`src/rtl/keypad_scanner_pkg.sv`:
```
// Shared types and helpers for the 4x4 keypad scanner: FSM encoding,
// key-code width and row one-hot decoding.
package keypad_pkg;

  typedef enum logic [1:0] {
    ST_SCAN     = 2'd0,
    ST_DEBOUNCE = 2'd1,
    ST_HOLD     = 2'd2
  } state_t;

  localparam int KEY_CODE_W = 4;

  function automatic logic is_one_hot(input logic [3:0] v);
    return (v != 4'b0000) && ((v & (v - 4'b0001)) == 4'b0000);
  endfunction

  // Index of the highest set bit; only meaningful for a one-hot input.
  function automatic logic [1:0] row_index(input logic [3:0] oh);
    logic [1:0] idx;
    idx = 2'd0;
    for (int i = 0; i < 4; i++) begin
      if (oh[i]) idx = 2'(i);
    end
    return idx;
  endfunction

endpackage

```
`src/rtl/keypad_scanner_if.sv`:
```
// Keypad-side and code-entry-side signals of the scanner, bundled.
// master = scanner, slave = keypad matrix / code-entry logic.
interface keypad_scanner_if;
  import keypad_pkg::*;

  logic [3:0]            ROW;
  logic                  A0;
  logic                  A1;
  logic                  EN;
  logic [KEY_CODE_W-1:0] KEY_CODE;
  logic                  KEY_VALID;
  logic                  KEY_DOWN;

  modport master (input ROW, output A0, A1, EN, KEY_CODE, KEY_VALID, KEY_DOWN);
  modport slave  (output ROW, input A0, A1, EN, KEY_CODE, KEY_VALID, KEY_DOWN);
endinterface

```
`src/rtl/keypad_scanner_scan_tick.sv`:
```
// Free-running column dwell counter. FIRST and LAST are registered so they
// line up with count 0 and count SCAN_DIV-1 without decode glitches.
module scan_tick #(
  parameter int SCAN_DIV = 1000
) (
  input  logic CLK,
  input  logic RST,
  output logic FIRST,
  output logic LAST
);

  localparam int CW = $clog2(SCAN_DIV);

  logic [CW-1:0] r_count;
  logic          r_first;
  logic          r_last;

  // NOTE: state updates use <= so every flop samples pre-edge values; a
  // blocking assignment here would let later reads see the new count.
  always_ff @(posedge CLK or posedge RST) begin
    if (RST) begin
      r_count <= '0;
      r_first <= 1'b1;
      r_last  <= 1'b0;
    end else begin
      r_count <= (r_count == CW'(SCAN_DIV - 1)) ? '0 : r_count + CW'(1);
      r_first <= (r_count == CW'(SCAN_DIV - 1));
      r_last  <= (r_count == CW'(SCAN_DIV - 2));
    end
  end

  assign FIRST = r_first;
  assign LAST  = r_last;

endmodule

```
`src/rtl/keypad_scanner.sv`:
```
// 4x4 keypad scanner: walks the column decoder, debounces one key press and
// release, and reports the key code with a single-cycle valid pulse.
module keypad_scanner
  import keypad_pkg::*;
#(
  parameter int SCAN_DIV     = 1000,
  parameter int DEBOUNCE_CNT = 4
) (
  input  logic              CLK,
  input  logic              RST,
  keypad_scanner_if.master  kp
);

  localparam int             DBW       = $clog2(DEBOUNCE_CNT + 1);
  localparam logic [DBW-1:0] DB_TARGET = DBW'(DEBOUNCE_CNT);

  logic                  w_first;
  logic                  w_last;
  logic [3:0]            r_sync1, r_sync2;
  state_t                r_state, w_state_nxt;
  logic [1:0]            r_col, w_col_nxt;
  logic [1:0]            r_row_idx, w_row_idx_nxt;
  logic [DBW-1:0]        r_match, w_match_nxt;
  logic [DBW-1:0]        r_release, w_release_nxt;
  logic [KEY_CODE_W-1:0] r_key_code, w_key_code_nxt;
  logic                  r_key_valid, w_key_valid_nxt;
  logic                  r_key_down, w_key_down_nxt;
  logic                  w_latch, w_accept, w_advance, w_release_done;

  scan_tick #(.SCAN_DIV(SCAN_DIV)) u_tick (
    .CLK   (CLK),
    .RST   (RST),
    .FIRST (w_first),
    .LAST  (w_last)
  );

  wire            w_one_hot     = is_one_hot(r_sync2);
  wire [1:0]      w_sample_idx  = row_index(r_sync2);
  wire            w_same        = (r_sync2 == (4'b0001 << r_row_idx));
  wire            w_row_low     = ~r_sync2[r_row_idx];
  wire [DBW-1:0]  w_match_inc   = r_match + DBW'(1);
  wire [DBW-1:0]  w_release_inc = r_release + DBW'(1);

  always_ff @(posedge CLK or posedge RST) begin
    if (RST) r_state <= ST_SCAN;
    else     r_state <= w_state_nxt;
  end

  // NOTE: every signal gets a default before the case so no path leaves it
  // unassigned; otherwise synthesis infers a latch.
  always_comb begin
    w_state_nxt    = r_state;
    w_latch        = 1'b0;
    w_accept       = 1'b0;
    w_advance      = 1'b0;
    w_release_done = 1'b0;
    if (w_last) begin
      case (r_state)
        ST_SCAN: begin
          if (w_one_hot) begin
            w_latch = 1'b1;
            if (DEBOUNCE_CNT == 1) begin
              w_accept    = 1'b1;
              w_state_nxt = ST_HOLD;
            end else begin
              w_state_nxt = ST_DEBOUNCE;
            end
          end else begin
            w_advance = 1'b1;
          end
        end
        ST_DEBOUNCE: begin
          if (!w_same) begin
            w_advance   = 1'b1;
            w_state_nxt = ST_SCAN;
          end else if (w_match_inc == DB_TARGET) begin
            w_accept    = 1'b1;
            w_state_nxt = ST_HOLD;
          end
        end
        ST_HOLD: begin
          if (w_row_low && (w_release_inc == DB_TARGET)) begin
            w_release_done = 1'b1;
            w_advance      = 1'b1;
            w_state_nxt    = ST_SCAN;
          end
        end
        default: w_state_nxt = ST_SCAN;
      endcase
    end
  end

  // On accept the sample equals the latched one-hot, so its index is the key row.
  always_comb begin
    w_col_nxt       = w_advance ? r_col + 2'd1 : r_col;
    w_row_idx_nxt   = w_latch ? w_sample_idx : r_row_idx;
    w_key_valid_nxt = w_accept;
    w_key_code_nxt  = w_accept ? {r_col, w_sample_idx} : r_key_code;
    w_key_down_nxt  = w_accept ? 1'b1 : (w_release_done ? 1'b0 : r_key_down);

    w_match_nxt = r_match;
    if (w_latch)                                  w_match_nxt = DBW'(1);
    else if (w_last && r_state == ST_DEBOUNCE)    w_match_nxt = w_same ? w_match_inc : '0;
    if (w_accept)                                 w_match_nxt = '0;

    w_release_nxt = r_release;
    if (w_last && r_state == ST_HOLD)             w_release_nxt = w_row_low ? w_release_inc : '0;
    if (w_accept || w_release_done)               w_release_nxt = '0;
  end

  always_ff @(posedge CLK or posedge RST) begin
    if (RST) begin
      r_sync1     <= '0;
      r_sync2     <= '0;
      r_col       <= '0;
      r_row_idx   <= '0;
      r_match     <= '0;
      r_release   <= '0;
      r_key_code  <= '0;
      r_key_valid <= 1'b0;
      r_key_down  <= 1'b0;
    end else begin
      r_sync1     <= kp.ROW;
      r_sync2     <= r_sync1;
      r_col       <= w_col_nxt;
      r_row_idx   <= w_row_idx_nxt;
      r_match     <= w_match_nxt;
      r_release   <= w_release_nxt;
      r_key_code  <= w_key_code_nxt;
      r_key_valid <= w_key_valid_nxt;
      r_key_down  <= w_key_down_nxt;
    end
  end

  assign kp.A0        = r_col[1];
  assign kp.A1        = r_col[0];
  assign kp.EN        = w_first;
  assign kp.KEY_CODE  = r_key_code;
  assign kp.KEY_VALID = r_key_valid;
  assign kp.KEY_DOWN  = r_key_down;

endmodule

```
`src/flat_wrapper.sv`:
```
// flat-port wrapper written by rule: the top's interface ports become plain ports
module keypad_scanner_flat import keypad_pkg::*;
#(
  parameter int SCAN_DIV     = 1000,
  parameter int DEBOUNCE_CNT = 4
)
  (CLK, RST, kp_ROW, kp_A0, kp_A1, kp_EN, kp_KEY_CODE, kp_KEY_VALID, kp_KEY_DOWN);
  keypad_scanner_if kp_i ();
  input  logic CLK;
  input  logic RST;
  input wire logic [$bits(kp_i.ROW)-1:0] kp_ROW;
  output wire logic [$bits(kp_i.A0)-1:0] kp_A0;
  output wire logic [$bits(kp_i.A1)-1:0] kp_A1;
  output wire logic [$bits(kp_i.EN)-1:0] kp_EN;
  output wire logic [$bits(kp_i.KEY_CODE)-1:0] kp_KEY_CODE;
  output wire logic [$bits(kp_i.KEY_VALID)-1:0] kp_KEY_VALID;
  output wire logic [$bits(kp_i.KEY_DOWN)-1:0] kp_KEY_DOWN;
  assign kp_i.ROW = kp_ROW;
  assign kp_A0 = kp_i.A0;
  assign kp_A1 = kp_i.A1;
  assign kp_EN = kp_i.EN;
  assign kp_KEY_CODE = kp_i.KEY_CODE;
  assign kp_KEY_VALID = kp_i.KEY_VALID;
  assign kp_KEY_DOWN = kp_i.KEY_DOWN;
  keypad_scanner #(.SCAN_DIV(SCAN_DIV), .DEBOUNCE_CNT(DEBOUNCE_CNT)) u_core (.CLK(CLK), .RST(RST), .kp(kp_i));
endmodule
```
`config.mk`:
```
export PLATFORM = sky130hd
export DESIGN_NAME = keypad_scanner_flat
export DESIGN_NICKNAME = d
export VERILOG_FILES = /design/src/rtl/keypad_scanner_pkg.sv /design/src/rtl/keypad_scanner_if.sv /design/src/rtl/keypad_scanner_scan_tick.sv /design/src/rtl/keypad_scanner.sv /design/src/flat_wrapper.sv
export SDC_FILE = /design/constraint.sdc
export NUM_CORES = 1
export LEC_CHECK = 0
export ABC_AREA = 1
export CAP_MARGIN = 20
export CORE_MARGIN = 2
export CORE_UTILIZATION = 41
export DETAILED_ROUTE_END_ITERATION = 16
export HOLD_SLACK_MARGIN = 0.1
export PLACE_DENSITY = 0.67
export REMOVE_ABC_BUFFERS = 1
export SYNTH_ARGS = -nofsm -noshare
export SYNTH_HDL_FRONTEND = slang
export SYNTH_SLANG_ARGS = --single-unit
```
`constraint.sdc`:
```
create_clock -name CLK -period 1.6 [get_ports CLK]
set_input_delay 0.32 -clock CLK [delete_from_list [all_inputs] [get_ports CLK]]
set_output_delay 0.32 -clock CLK [all_outputs]
set_load 0.02 [all_outputs]
```
Yosys cells after proc, flatten, opt, wreduce, memory -nomap -nowiden
Index checks and enable logic that the tools add are counted. W data, S select, Z words.

Register bits after elaboration: 38. Input bits: 6. Output and inout bits: 9. Logic and storage cells: 78.

$lt $le $gt $ge: 1. Muxes and demuxes: 34. Eq/ne operators: 10. Bitwise logic cells: 2. Reduce and logical (&&, ||, !) cells: 12. $add $sub $neg: 5. Shifts and indexed selects: 1.

Operators with widths (count): $mux W3 (7); $eq A10 B10 Y1 const B (2); $mux W1 (17); $mux W2 (6); $add A10 B1 Y10 const B (1); $mux W10 (1); $add A3 B1 Y3 const B (2); $eq A3 B3 Y1 const B (2); $pmux W2 S3 (1); $and A4 B4 Y4 (1); $eq A4 B4 Y1 (1); $logic_and A1 B1 Y1 (4); $logic_not A4 Y1 (1); $ne A2 B1 Y1 const B (2); $reduce_and A4 Y1 (1); $reduce_bool A2 Y1 (2); $reduce_bool A4 Y1 (1); $shl A1 B2 Y4 const A (1); $sub A4 B1 Y4 const B (1); $lt A2 B3 Y1 const B (1); $ne A3 B3 Y1 const B (1); $pmux W1 S3 (1); $reduce_bool A3 Y1 (1); $add A2 B1 Y2 const B (1); other kinds (6) (6).

Longest topological paths before layout
Depth in word-level cells: 9. Depth in mapped cells: 10. Mapped depth without buffers: 10.

By module
Synthesis repeated with hierarchy kept, for this count alone.

Cell total of the unflattened synthesis: 240. Area total of the unflattened synthesis: 1934.4 µm².

By module, submodules not included: keypad_scanner (seq. area each 650.6 µm², area an instance 1331.3 µm², cells an instance 166, times used 1); scan_tick (seq. area each 301.5 µm², area an instance 603.1 µm², cells an instance 74, times used 1).

Worst setup path after synthesis
OpenSTA, ideal clock, no wires.

Path type: register to register. Start: register u_core.r_match[0]. End: register u_core.r_match[0]. Path slack: 205 ps. Setup time: 65 ps. Data required time: 1535 ps. Data arrival time: 1330 ps. Buffers on the path: 0. Period minus slack after synthesis: 1395 ps. Cell stages (with the launch flop): 10. Cells stage by stage: dfrtp_1 ha_1 or2_1 nand3_1 inv_1 nand2_2 nor2_8 inv_4 nand3_1 nand2_1.

Cells in the longest elaborated chain, start to end: 7. Elaborated cells between the ends (all ways): 11. Classes of those cells: 1 x add/sub; 1 x eq/ne; 8 x mux; 1 x reduce/logical.

RTL lines: start: declaration (RTL line keypad_scanner.sv:23) `logic [DBW-1:0] r_match, w_match_nxt;`; start signal: assignment (RTL line keypad_scanner.sv:127) `r_match <= w_match_nxt;`; $add A3 B1 Y3 * (RTL line keypad_scanner.sv:41) `wire [DBW-1:0] w_match_inc = r_match + DBW'(1);`; $eq A3 B3 Y1 * (RTL line keypad_scanner.sv:76) `end else if (w_match_inc == DB_TARGET) begin`; $mux W1 * (RTL line keypad_scanner.sv:76); $mux W1 * (RTL line keypad_scanner.sv:73) `if (!w_same) begin`; $mux W1 * (RTL line keypad_scanner.sv:58) `case (r_state)`; $mux W1 * (RTL line keypad_scanner.sv:57) `if (w_last) begin`; net u_core.w_accept (RTL line keypad_scanner.sv:28) `logic w_latch, w_accept, w_advance, w_release_done;`; $reduce_bool A3 Y1 (no line) or $mux W3 (tied branches).

The timed path passes the listed nets; every way through them passes the cells marked *. The select of a mux whose other input is x is not followed. A chain may end at the register's enable or synchronous reset.

Final worst setup path
Start: register u_core.r_key_valid (netlist: u_core.kp.KEY_VALID). End: output port kp_KEY_VALID.

RTL lines: start: declaration (RTL line keypad_scanner.sv:26) `logic r_key_valid, w_key_valid_nxt;`; start signal: assignment (RTL line keypad_scanner.sv:130) `r_key_valid <= w_key_valid_nxt;`; end: declaration (RTL line flat_wrapper.sv:16) `output wire logic [$bits(kp_i.KEY_VALID)-1:0] kp_KEY_VALID;`.

No word-level cell between the ends.

==> flow_metrics.tcl <==
set metrics [dict create \
    status "completed" \
    grt_start_max_net_pins 39 \
    drtIter0Drc 74 \
    slowest_stage "clkdlybuf4s50_1" \
    min_path_type "reg2reg" \
    ant_nets 0 \
    endpoint_kind "output port" \
    cts_tree "done" \
    die_h_um 70.98 \
    portBuffers 14 \
    row_count 24 \
    syn-instance-count 206 \
    critPathKind "reg2out" \
    antenna_cells 0 \
    finalHoldWorstSlack_ns 0.3455 \
    place.gp.congestion 0.7754 \
    rsz0062_at_grt "no" \
    synth_cell_type_count 31 \
    grt_pass1_vias 1277 \
    dieWidth_um 70.98 \
    drive_gt1_share_pct 13.54 \
    critPathRequiredTime_ns 1.28 \
    multiInputGateArea_um2 784.5 \
    max-cap-violations 0 \
    power_density_nw_per_um2 802.9 \
    maxSlewViolCount 0 \
    reg2reg_slack_ns 0.13 \
    cts_buffers 5 \
    yosys_most_used_dff "dfrtp_1" \
    finalNetCount 240 \
    max_freq_mhz 652.6 \
    syn_to_final_growth_pct 17.96 \
    antenna_found_initial 0 \
    cts_hold_buf 0 \
    crit_fanout 1 \
    dieArea_um2 5037 \
    start_util_pct 42.53 \
    critPathLaunchType "register" \
    p_leak_nw 1.208 \
    synthTopCellsByCount "nand2_1, dfrtp_1, inv_1" \
    io_pins 15 \
    final.setup.tns_ns 0 \
    cts_resized 4 \
    yosysSeqAreaShare_pct 51.77 \
    period_share_pct 95.77 \
    htree_levels 2 \
    core_area_um2 4324 \
    hpwl_um 2237 \
    grt_usage_pct 13.50 \
    synth_most_common_cell "nand2_1" \
    wirelength_um 3055 \
    ys_seq_elements 38 \
    yosys.area.top_type "dfrtp_1" \
    root_buffer "clkbuf_8" \
    post_drt_wl_per_cell_um 10.87 \
    syn_area_um2 1839 \
    cp_top_family "buffers and inverters" \
    cts.sink_count 38 \
    synthArstFlopShare_pct 100.0 \
    clock_latency_ns 0.29 \
    path_clk_slew_ns 0.08 \
    fin_worst_skew_ns 0.008225 \
    worst-path-buf-inv 1 \
    via_count 1375 \
    cts_setup_buffers 0 \
    ir_drop_mv 0.5018 \
    ys_warn_count 0 \
    synth-edff-count 0 \
    postSynthAreaPerCell_um2 8.928 \
    crit_path_cell_trace "clkdlybuf4s50_1" \
    grt_pass1_wl_um 5382 \
    vias_per_cell 4.893 \
    arrival_ns 1.21 \
    regArea_um2 952.2 \
    slew_headroom_pct 77.68 \
    drtPass1Iterations 4 \
    min_period_ns 1.532 \
    worst_slew_pin_slew_ns 0.3322 \
    synth.top_cell.area_share_pct 50.34 \
    finalHoldViolCount 0 \
    fillers 410 \
    clk_path_buf_depth 2 \
    setup-violations-final 0 \
    synthTopCellsByArea "dfrtp_1, nand2_1, nand3_1" \
    grt_overflow 0 \
    cpPeakStageDelay_ns 0.59 \
    drc 0 \
]
[layout make-up]
cell class | instances | area share (%)
sequential | 38 | 43.89
clock buffer | 6 | 3.806
tap | 52 | 2.999
clock inverter | 2 | 0.5767
multi-input combinational | 141 | 36.16
inverter | 26 | 4.614
timing repair buffer | 16 | 7.958
[placed cells by master, fill, tap and decap left out, drive strengths merged, types with 4 or more instances in the layout]
cell type,instances
dlymetal6s2s,4
a21oi,4
clkbuf,6
inv,26
xor2,5
nand2,62
dlygate4sd2,4
nor2,17
dfrtp,37
clkdlybuf4s50,6
nand3,23
o21ai,9
ha,6
nand4,5
[registers in the layout, indices dropped and copies added, names as in the netlist, 2 cells and up]
name and cells:
u_core.r_match 3, u_core.r_row_idx 2, u_core.r_sync1 4, u_core.u_tick.r_count 10
u_core.r_sync2 4, u_core.r_state 2, u_core.r_release 3, u_core.r_col 2
u_core.kp.KEY_CODE 4
[worst paths after layout]
kind	start	depth (start not counted)	endpoint
worst max-delay path	u_core.kp.KEY_VALID$_DFF_PP0_	1	kp_KEY_VALID
worst min-delay path	u_core.r_sync1[0]$_DFF_PP0_	0	u_core.r_sync2[0]$_DFF_PP0_
worst max register to register	u_core.r_match[1]$_DFFE_PP0P_	9	u_core.r_match[0]$_DFFE_PP0P_
worst min register to register	u_core.r_sync1[0]$_DFF_PP0_	0	u_core.r_sync2[0]$_DFF_PP0_
max in group asynchronous	RST	3	u_core.u_tick.FIRST$_DFF_PP1_
min in group asynchronous	RST	3	u_core.u_tick.r_count[4]$_DFF_PP0_
[metal layers]
metal	routed length [um]	track usage, %	vias up	part of all wire, %
li1	-	-	705	-
met1	1373	16.76	643	45
met2	1495	21.18	20	49
met3	140	4.843	7	4.6
met4	47	6.080	0	1.5
met5	0	0	-	0
[per-stage QoR]
| step | setup WS (ns) | power, mW | util (%) | cells | instance area, um^2 |
|---|---|---|---|---|---|
| after global placement | 0.1543 | 1.076 | 47.74 | 273 | 2064 |
| after detailed placement | 0.1254 | 1.078 | 47.74 | 273 | 2064 |
| final | 0.06769 | 1.742 | 50.17 | 281 | 2170 |
| after CTS | 0.005464 | 1.774 | 49.83 | 281 | 2155 |
| after floorplan | 0.2046 | 1.046 | - | 205 | 1832 |
| after global routing | 0.02960 | 1.832 | 50.17 | 281 | 2170 |
[logic make-up (layout without fill, tap and decap cells)]
kind of cell,Yosys count,in the layout,share of synthesized area (%)
compound gates,16,16,5.307
fa+ha+maj,6,6,4.082
buf+inv,27,50,5.851
simple gates,113,113,30.14
xor+xnor,6,6,2.857
flops,38,38,51.77
[power breakdown]
group | switching [mW] | internal [mW] | total (mW)
clock network | 0.340 | 0.346 | 0.686
logic | 0.0491 | 0.0297 | 0.0788
registers | 0.00707 | 0.970 | 0.977
total | 0.396 | 1.35 | 1.74
No activity file was read; power rests on OpenSTA's default activity.
